## src/rtl/seq_alu_pkg.sv

```systemverilog
// Shared opcode and FSM state definitions for the multi-cycle seq_alu.
package seq_alu_pkg;

  localparam logic [2:0] OP_ADD = 3'b000;
  localparam logic [2:0] OP_SUB = 3'b001;
  localparam logic [2:0] OP_AND = 3'b010;
  localparam logic [2:0] OP_OR  = 3'b011;
  localparam logic [2:0] OP_XOR = 3'b100;
  localparam logic [2:0] OP_SLT = 3'b101;
  localparam logic [2:0] OP_SLL = 3'b110;
  localparam logic [2:0] OP_MUL = 3'b111;

  typedef enum logic {
    S_IDLE = 1'b0,
    S_MUL  = 1'b1
  } state_t;

endpackage

```

## src/rtl/seq_alu_mul.sv

```systemverilog
// Iterative shift-add unsigned multiplier: one multiplier bit per step, WIDTH steps.
module seq_alu_mul #(
  parameter int WIDTH   = 16,
  parameter int SHAMT_W = $clog2(WIDTH)
) (
  input  logic                 CLK,
  input  logic                 RST,
  input  logic                 load,
  input  logic [WIDTH-1:0]     a,
  input  logic [WIDTH-1:0]     b,
  input  logic                 step,
  output logic [2*WIDTH-1:0]   product,
  output logic                 last
);

  localparam logic [SHAMT_W-1:0] LAST_CNT = SHAMT_W'(WIDTH - 1);

  logic [2*WIDTH-1:0] acc_reg;
  logic [2*WIDTH-1:0] mcand_reg;
  logic [WIDTH-1:0]   mplier_reg;
  logic [SHAMT_W-1:0] count_reg;

  // Accumulator value after the current step, so the final step's add is
  // visible in the same cycle the result is captured.
  assign product = acc_reg + (mplier_reg[0] ? mcand_reg : '0);
  assign last    = (count_reg == LAST_CNT);

  always_ff @(posedge CLK) begin
    if (RST) begin
      acc_reg    <= '0;
      mcand_reg  <= '0;
      mplier_reg <= '0;
      count_reg  <= '0;
    end else if (load) begin
      acc_reg    <= '0;
      mcand_reg  <= {{WIDTH{1'b0}}, a};
      mplier_reg <= b;
      count_reg  <= '0;
    end else if (step) begin
      acc_reg    <= product;
      mcand_reg  <= mcand_reg << 1;
      mplier_reg <= mplier_reg >> 1;
      count_reg  <= count_reg + 1'b1;
    end
  end

endmodule

```

## src/rtl/seq_alu.sv

```systemverilog
// Multi-cycle ALU with registered result and flags.
// Optional iterative multiplier enabled by defining SEQ_ALU_MUL_EN.
module seq_alu
  import seq_alu_pkg::*;
#(
  parameter int WIDTH   = 16,
  parameter int SHAMT_W = $clog2(WIDTH)
) (
  input  logic             CLK,
  input  logic             RST,
  input  logic             START,
  input  logic [2:0]       OP,
  input  logic [WIDTH-1:0] SRCA,
  input  logic [WIDTH-1:0] SRCB,
  output logic             BUSY,
  output logic             DONE,
  output logic [WIDTH-1:0] OUT,
  output logic             ZERO,
  output logic             NEG,
  output logic             OVF
);

  localparam int MSB = WIDTH - 1;

  state_t           state_reg, state_next;
  logic [WIDTH-1:0] out_reg, out_next;
  logic             ovf_reg, ovf_next;
  logic             done_reg, done_next;
  logic [WIDTH-1:0] alu_res;
  logic             alu_ovf;
  logic [WIDTH-1:0] sum, diff;

  assign sum  = SRCA + SRCB;
  assign diff = SRCA - SRCB;

  always_comb begin
    alu_res = '0;
    alu_ovf = 1'b0;
    case (OP)
      OP_ADD: begin
        alu_res = sum;
        alu_ovf = (SRCA[MSB] == SRCB[MSB]) && (sum[MSB] != SRCA[MSB]);
      end
      OP_SUB: begin
        alu_res = diff;
        alu_ovf = (SRCA[MSB] != SRCB[MSB]) && (diff[MSB] != SRCA[MSB]);
      end
      OP_AND: alu_res = SRCA & SRCB;
      OP_OR:  alu_res = SRCA | SRCB;
      OP_XOR: alu_res = SRCA ^ SRCB;
      OP_SLT: alu_res = {{(WIDTH-1){1'b0}}, ($signed(SRCA) < $signed(SRCB))};
      OP_SLL: alu_res = SRCA << SRCB[SHAMT_W-1:0];
      default: alu_res = '0;  // MUL without the multiplier yields zero
    endcase
  end

`ifdef SEQ_ALU_MUL_EN
  logic               mul_load, mul_step, mul_last;
  logic [2*WIDTH-1:0] mul_product;

  seq_alu_mul #(.WIDTH(WIDTH), .SHAMT_W(SHAMT_W)) u_mul (
    .CLK     (CLK),
    .RST     (RST),
    .load    (mul_load),
    .a       (SRCA),
    .b       (SRCB),
    .step    (mul_step),
    .product (mul_product),
    .last    (mul_last)
  );

  assign BUSY = (state_reg == S_MUL);
`else
  assign BUSY = 1'b0;
`endif

  always_comb begin
    state_next = state_reg;
    out_next   = out_reg;
    ovf_next   = ovf_reg;
    done_next  = 1'b0;
`ifdef SEQ_ALU_MUL_EN
    mul_load   = 1'b0;
    mul_step   = 1'b0;
`endif
    case (state_reg)
      S_IDLE: begin
        if (START) begin
`ifdef SEQ_ALU_MUL_EN
          if (OP == OP_MUL) begin
            mul_load   = 1'b1;
            state_next = S_MUL;
          end else
`endif
          begin
            out_next  = alu_res;
            ovf_next  = alu_ovf;
            done_next = 1'b1;
          end
        end
      end
      S_MUL: begin
`ifdef SEQ_ALU_MUL_EN
        mul_step = 1'b1;
        if (mul_last) begin
          out_next   = mul_product[WIDTH-1:0];
          ovf_next   = |mul_product[2*WIDTH-1:WIDTH];
          done_next  = 1'b1;
          state_next = S_IDLE;
        end
`else
        state_next = S_IDLE;
`endif
      end
      default: state_next = S_IDLE;
    endcase
  end

  always_ff @(posedge CLK) begin
    if (RST) begin
      state_reg <= S_IDLE;
      out_reg   <= '0;
      ovf_reg   <= 1'b0;
      done_reg  <= 1'b0;
    end else begin
      state_reg <= state_next;
      out_reg   <= out_next;
      ovf_reg   <= ovf_next;
      done_reg  <= done_next;
    end
  end

  assign OUT  = out_reg;
  assign DONE = done_reg;
  assign OVF  = ovf_reg;
  assign ZERO = (out_reg == '0);
  assign NEG  = out_reg[MSB];

endmodule

```

## config.mk

```make
export PLATFORM = sky130hd
export DESIGN_NAME = seq_alu
export DESIGN_NICKNAME = d
export VERILOG_FILES = /design/src/rtl/seq_alu_pkg.sv /design/src/rtl/seq_alu_mul.sv /design/src/rtl/seq_alu.sv
export SDC_FILE = /design/constraint.sdc
export NUM_CORES = 1
export LEC_CHECK = 0
export CAP_MARGIN = 20
export CORE_MARGIN = 4
export CORE_UTILIZATION = 45
export CTS_CLUSTER_DIAMETER = 40
export DETAILED_ROUTE_END_ITERATION = 6
export PLACE_DENSITY = 0.68
export SLEW_MARGIN = 15
export SYNTH_ARGS = -nofsm -noshare
export SYNTH_HDL_FRONTEND = slang
export SYNTH_SLANG_ARGS = --single-unit
```

## constraint.sdc

```tcl
create_clock -name CLK -period 5.1 [get_ports CLK]
set_clock_uncertainty 0.15 [all_clocks]
set_input_delay 1.275 -clock CLK [delete_from_list [all_inputs] [get_ports CLK]]
set_output_delay 1.275 -clock CLK [all_outputs]
set_load 0.02 [all_outputs]
```

* After elaboration in Yosys (flattened, before gate mapping)
Cells that the tools add are included.
Word-level totals: input bits 38, output and inout bits 21, logic and storage cells 27, register bits 18
Cells by class: order comparisons 1, bitwise gates (word level) 3, shifts and indexed selects 1, multiplexer cells 3, equality and inequality tests 10, reduce and logical (&&, ||, !) cells 4, add/subtract/negate cells 2
Operator list (count):
- 16-bit one-hot mux with 7 select lines | 1
- 16-bit adder | 1
- 16-bit bitwise AND | 1
- 16-bit logical NOT | 1
- 16-bit < comparator | 1
- 16-bit bitwise OR | 1
- 16-bit by 4-bit << shifter with 16-bit output | 1
- 16-bit subtractor | 1
- 16-bit bitwise XOR | 1
- 3-bit equality test, second input constant | 3
- 3-bit by 2-bit equality test with 1-bit output, second input constant | 2
- 3-bit by 1-bit equality test with 1-bit output, second input constant | 1
- 3-bit logical NOT | 1
- 1-bit != test | 3
- 1-bit logical AND | 2
- 1-bit one-hot mux with 2 select lines | 1
- 1-bit equality test | 1
- 1-bit 2-to-1 mux | 1

* Longest topological paths before layout
Gate-level depths: netlist of run 1.
depth in word-level cells 4, gate-level depth with buffers 12, depth with buffers taken out 10

* Worst setup path before layout of run 1
OpenSTA, ideal clock, no wires.
path kind input -> register, start point in SRCB[2], end point reg out_reg[14] (netlist: OUT[14]), required time 4829 ps, library setup time 121 ps, stages 12, data arrival time 3702 ps, buffers on the path 3, setup slack 1127 ps, path through clkbuf_1 > inv_1 > buf_1 > ha_1 > buf_6 > or2_1 > a221oi_2 > nor4b_2 > o21ai_1 > a311oi_2 > a221oi_1 > o21ai_1
On the way: word-level cells in the longest chain between the ends 2, elaborated cells between the ends (all ways) 4, classes of those cells add/sub (2); shift (1); mux (1)
Ends and longest elaborated chain:
- from (decl) | RTL line seq_alu.sv:14 | input logic [WIDTH-1:0] SRCB,
- 16-bit subtractor (tied with other cells) | RTL line seq_alu.sv:34 | assign diff = SRCA - SRCB;
- 16-bit one-hot mux with 7 select lines * | RTL line seq_alu.sv:39 | case (OP)
- to (signal assigned) | RTL line seq_alu.sv:127 | out_reg <= out_next;
- to (decl) | RTL line seq_alu.sv:26 | logic [WIDTH-1:0] out_reg, out_next;
Mark *: on every way between the ends. The rest lies on a longest branch, timed or not. A chain may end at the register's enable or synchronous reset.

* Worst setup path after layout of run 1
start point in SRCB[2], end point reg out_reg[9] (netlist: OUT[9])
The elaborated chain is that of the path after synthesis.

==> results.json, run 1 <==
{
  "via_count": 4443,
  "drt_wl_total_mm": 14.4,
  "timing.fmax_mhz": 233,
  "path_cells": "clkdlybuf4s50_1, buf_4, inv_1, ha_1, nor3_2, o31ai_1, a31oi_1, a21o_1, a2111oi_1, nor3_1, a221oi_2",
  "fill_cells": 862,
  "synth_nets": 645,
  "tritoncts": "built",
  "slew_violations": 0,
  "fin_tns_setup_ns": 0,
  "critPathCaptureType": "flop",
  "drt-pass1-iter-count": 7,
  "critPathLaunch": "SRCB[2]",
  "cts_max_level": 1,
  "drc": 6,
  "pre_cts_slack_ns": 0.603,
  "violations": "DRC",
  "min_period_ns": 4.30,
  "p_per_area_nw_per_um2": 159,
  "crit_family": "compound AO/OA/AOI/OAI gates",
  "layout.nets": 685,
  "synth_seq_cells": 18,
  "die_height_um": 103,
  "arrival_ns": 4.31,
  "critPathKind": "primary input to flop",
  "overflow": 0,
  "cpPeakStageDelay_ns": 0.51,
  "portBuffers": 57,
  "diodes": 0,
  "rsz0062_at_grt": "false",
  "post_cts_buffers": 0,
  "cp.buffers_inverters": 3,
  "final_cell_mix": "clkdlybuf4s50_1 (57), ha_1 (53), nand2_1 (52), nor2_1 (46), a21oi_1 (45)",
  "cp.required_ns": 5.11,
  "grt_pass1_vias": 4060,
  "syn_area_per_cell_um2": 7.32,
  "switching_share_pct": 45.1,
  "status": "finished, violations left",
  "syn_to_final_growth_pct": 16.1,
  "min-delay-start": "OUT[4]",
  "power_leakage_nw": 1.97,
  "dp_hpwl_mm": 11.5,
  "synthCells": 552,
  "slew_headroom_pct": 38.8,
  "io_pins": 59,
  "clk_pin_slew_ns": 0.08,
  "setup_violations": 0,
  "startpoint_type": "primary input",
  "coreArea_um2": 8720,
  "via_per_inst": 6.36,
  "finalWorstSetupSlack_ns": 0.801,
  "numCtsBuffers": 3,
  "synth_edf_count": 0,
  "chipWidth_um": 103,
  "synthArstFlopShare_pct": 0,
  "finalHoldViolations": 0,
  "r2r_slack_ns": 3.42,
  "worst_pin_slew_ns": 0.915,
  "grt_pass1_wl_mm": 22.4,
  "synth_area_leaders": "ha_1 (16%), dfxtp_1 (8.9%), a21oi_1 (5.6%), nand2_1 (4.8%), nor2_1 (4.3%)",
  "grt_max_degree": 37,
  "grtUsageTotal_pct": 27.3,
  "netSwitchingPower_mw": 0.336,
  "grt_antenna_before_repair": 0,
  "synth.top_cell.area_share_pct": 16.4,
  "final_common_cell": "clkdlybuf4s50_1",
  "peakVddDrop_uv": 91.4,
  "yosysSeqAreaShare_pct": 8.92,
  "std_cell_rows": 34,
  "r2r-start": "OUT[10]",
  "placed_cells": 695,
  "drive_gt1_share_pct": 8.46,
  "initial_core_util_pct": 46.3,
  "yosys_warnings": 0,
  "die-area_um2": 10600,
  "hold_buffers": 0,
  "clock_latency_ns": 0.26,
  "crit_fanout": 11,
  "cpMaxStageDelayCell": "ha_1",
  "p_int_mw": 0.408,
  "synth-main-ff-cell": "dfxtp_1",
  "drtIter0Drc": 468,
  "finalNonFillerCells": 699,
  "maxCapViolCount": 0,
  "post-route-period-util_pct": 84.3,
  "routabilityCongestion": 0.986,
  "combinationalPowerShare_pct": 62.1,
  "cts-root-buf": "clkbuf_8",
  "cts-resized-gates": 0,
  "clockBufferDepth": 2,
  "synth_cell_types": 82,
  "hold_path.class": "flop to flop",
  "cts_sinks": 18,
  "synth_area_um2": 4040,
  "ant_nets": 0,
  "drt-wirelength-per-cell_um": 20.6,
  "power_frac_seq_pct": 21.4,
  "clkPwrFrac_pct": 16.5,
  "yosys.area.top_type": "ha_1"
}
-- cell families after synthesis --
group | after synthesis | share of synthesized area [%]
buffers and inverters | 81 | 9.51
AOI/OAI and AO/OA | 181 | 31.7
DFF | 18 | 8.92
xor gates and xnor gates | 9 | 1.95
and+or+nand+nor | 181 | 22.0
adders and majority gates | 55 | 17.4
other | 1 | 0.0928
muxes | 26 | 8.49
-- final timing paths --
path | end | cells after the start
min reg2reg | OUT[4] | 2
min | OUT[4] | 2
max | OUT[9] | 11
max reg2reg | OUT[10] | 5
-- power groups by stage --
stage | clock network (mW) | logic, mW | registers [mW]
after detailed placement | 0 | 0.451 | 0.162
final | 0.123 | 0.462 | 0.159
after CTS | 0.122 | 0.452 | 0.159
after floorplan | 0 | 0.291 | 0.171
after global placement | 0 | 0.449 | 0.162
after global routing | 0.129 | 0.497 | 0.160
-- worst register-to-register path: stages (launching register included) --
cell and delay [ns]:
dfxtp_1 0.34, nand2_1 0.14, o21ai_0 0.11, a2111oi_0 0.43
o221a_1 0.31, a211oi_2 0.05
-- flip-flops by register name (all words and copies together), names as in the netlist --
register and count:
DONE 1, OVF 1, OUT 16
-- final cells by class --
cell class	count	area [µm²]	area share (%)
multi-input combinational	453	3300	70.3
timing repair buffer	71	676	14.4
tap	108	135	2.88
clock buffer	4	55.1	1.17
inverter	45	169	3.60
sequential	18	360	7.68
-- per-layer routing --
metal  part of all wire [%]  global-route usage (%)  vias to the layer above
met5                      0                       0                        -
met4                    1.5                    5.88                        0
met3                     10                    2.98                       22
met2                     45                    42.3                      262
met1                     44                    40.8                     2067
li1                       -                       -                     2092
-- Yosys cell counts, drive strengths merged, types with 5 or more instances --
| library cell | number |
|---|---|
| a211oi | 7 |
| a21o | 10 |
| a21oi | 45 |
| a221oi | 10 |
| a31oi | 8 |
| and3 | 7 |
| buf | 21 |
| clkbuf | 14 |
| dfxtp | 18 |
| ha | 53 |
| inv | 42 |
| mux2 | 6 |
| mux2i | 14 |
| mux4 | 6 |
| nand2 | 52 |
| nand2b | 6 |
| nand3 | 13 |
| nor2 | 46 |
| nor2b | 17 |
| nor3 | 13 |
| nor4 | 8 |
| o211ai | 12 |
| o21ai | 38 |
| o22ai | 5 |
| xnor2 | 7 |
-- stage by stage --
| step | hold slack (ns) | power [mW] | utilization, % | area, µm² |
|---|---|---|---|---|
| after floorplan | 0.393 | 0.462 | - | 4040 |
| after global placement | 0.319 | 0.611 | 53.2 | 4640 |
| after detailed placement | 0.317 | 0.613 | 53.2 | 4640 |
| after CTS | 0.328 | 0.733 | 53.8 | 4690 |
| after global routing | 0.345 | 0.786 | 53.8 | 4690 |
| final | 0.325 | 0.744 | 53.8 | 4690 |
(Power assumes the default switching activity.)
==> run 2: changes to the inputs <==
--- a/config.mk
+++ b/config.mk
@@ -10,7 +10,7 @@
 export CORE_UTILIZATION = 45
 export CTS_CLUSTER_DIAMETER = 40
 export DETAILED_ROUTE_END_ITERATION = 6
-export PLACE_DENSITY = 0.68
+export PLACE_DENSITY = 0.71
 export SLEW_MARGIN = 15
 export SYNTH_ARGS = -nofsm -noshare
 export SYNTH_HDL_FRONTEND = slang
==> constraint.sdc (replaced) <==
create_clock -name CLK -period 3.79 [get_ports CLK]
set_clock_uncertainty 0.15 [all_clocks]
set_input_delay 0.9475 -clock CLK [delete_from_list [all_inputs] [get_ports CLK]]
set_output_delay 0.9475 -clock CLK [all_outputs]
set_load 0.02 [all_outputs]
==> results.json, run 2 (synthesis results as in run 1) <==
{
  "startpoint_type": "primary input",
  "clk_pin_slew_ns": 0.07,
  "worst-path-stages": 11,
  "rsz0062_at_grt": "false",
  "cts_sinks": 18,
  "via_per_inst": 6.08,
  "cpPeakStageDelay_ns": 0.48,
  "largest_reg_flops": 16,
  "portBuffers": 57,
  "cts-root-buf": "clkbuf_8",
  "initial_core_util_pct": 46.3,
  "grt_util_met2_pct": 45.5,
  "die-area_um2": 10600,
  "coreArea_um2": 8720,
  "grtUsageTotal_pct": 28.4,
  "drive_gt1_share_pct": 19.0,
  "std_cell_rows": 34,
  "slew_violations": 0,
  "switching_share_pct": 43.0,
  "ant_nets": 0,
  "clkPwrFrac_pct": 14.6,
  "grt_pass1_vias": 4427,
  "finalHoldViolations": 0,
  "dp_hpwl_mm": 12.8,
  "syn_to_final_growth_pct": 30.3,
  "overflow": 0,
  "clock_latency_ns": 0.25,
  "post-route-period-util_pct": 96.1,
  "whs_path_depth": 2,
  "p_per_area_nw_per_um2": 207,
  "cp.required_ns": 3.78,
  "die_height_um": 103,
  "final_cell_area_um2": 5270,
  "grtUsageMet1_pct": 40.0,
  "numCtsBuffers": 3,
  "via_count": 4711,
  "final_common_cell": "buf_4",
  "chipWidth_um": 103,
  "final_cell_mix": "buf_4 (90), clkdlybuf4s50_1 (57), ha_1 (53), nand2_1 (52), nor2_1 (46)",
  "crit_family": "compound AO/OA/AOI/OAI gates",
  "arrival_ns": 3.63,
  "critPathKind": "primary input to flop",
  "layout.nets": 761,
  "grt_antenna_before_repair": 0,
  "slew_headroom_pct": 55.0,
  "setup_violations": 0,
  "clockBufferDepth": 2,
  "path_cells": "clkdlybuf4s50_1, inv_1, ha_1, fa_1, or2_1, a221oi_2, nor4b_2, o21ai_2, a311oi_2, a221oi_1, o21ai_1",
  "grt_pass1_wl_mm": 23.3,
  "drtIter0Drc": 351,
  "placed_cells": 771,
  "combinationalPowerShare_pct": 65.8,
  "tritoncts": "built",
  "crit_fanout": 3,
  "cts_max_level": 1,
  "holdWs_ns": 0.337,
  "placed_area_um2": 5210,
  "drc": 0,
  "maxCapViolCount": 0,
  "power_leakage_nw": 2.34,
  "met3_usage_pct": 5.62,
  "hold_path.class": "flop to flop",
  "io_pins": 59,
  "finalPower_mw": 1.09,
  "min_period_ns": 3.64,
  "drt-wirelength-per-cell_um": 19.8,
  "peakVddDrop_uv": 103,
  "finalNonFillerCells": 775,
  "critPathCaptureType": "flop",
  "grt_max_degree": 24,
  "diodes": 0,
  "cpMaxStageDelayCell": "clkdlybuf4s50_1",
  "r2r_cells": 6,
  "worst_pin_slew_ns": 0.673,
  "power_frac_seq_pct": 19.6,
  "drt_wl_total_mm": 15.3,
  "cp.buffers_inverters": 2,
  "netSwitchingPower_mw": 0.468,
  "top_usage_layer": "met2",
  "p_int_mw": 0.621,
  "postLayoutCoreUtil_pct": 60.4,
  "drt-pass1-iter-count": 5,
  "status": "finished clean",
  "routabilityCongestion": 0.998,
  "timing.fmax_mhz": 275
}
-- run 2: cell count changes in the layout (fill, tap and decap cells not counted) --
cell / delta
buf_4: +76
o21ai_2: +1
o21ai_1: -1
-- run 2: power groups by stage --
stage / clock network (mW) / logic (mW) / registers, mW
2_1_floorplan: 0 / 0.392 / 0.230
3_3_place_gp: 0 / 0.694 / 0.217
3_5_place_dp: 0 / 0.699 / 0.218
4_1_cts: 0.160 / 0.701 / 0.213
5_1_grt: 0.167 / 0.767 / 0.215
6_report: 0.159 / 0.717 / 0.214
-- run 2: path summary, 6_finish.rpt --
path                               from      end  slack [ns]
worst min-delay path                OVF      OVF        0.34
worst max-delay path            SRCA[0]  OUT[14]        0.15
worst max register to register  OUT[12]  OUT[12]        2.17
worst min register to register      OVF      OVF        0.34
-- run 2: layout make-up --
class                      instances  area [µm²]
timing repair buffer             147        1250
tap                              108         135
multi-input combinational        453        3300
sequential                        18         360
inverter                          45         169
fill                             814        3460
clock buffer                       4        55.1
-- run 2: per-stage QoR --
step / setup slack [ns] / TNS [ns]
after floorplan: 0.145 / 0
after global placement: -0.0434 / -0.0817
after detailed placement: -0.163 / -0.312
after CTS: 0.108 / 0
after global routing: 0.0306 / 0
final: 0.149 / 0
-- run 2: layer usage --
metal	vias up	wire length (µm)
met3	24	1330
met1	2209	6980
met2	230	6770
met4	0	259
met5	-	0
li1	2248	-
-- run 2: worst reg2reg max path, cell delays in order (launching register included) --
cell and delay [ns]:
dfxtp_1 0.33, nand2_1 0.11, o21ai_0 0.11, a221oi_1 0.28
o211ai_1 0.16, a41oi_1 0.24, a221oi_1 0.11
-- run 2: repair_timing --
item / in CTS / in global routing
resized for setup: 0 / 1
hold buffers: 0 / 0
setup buffers: 0 / 0
endpoints found under the setup margin: 0 / 2
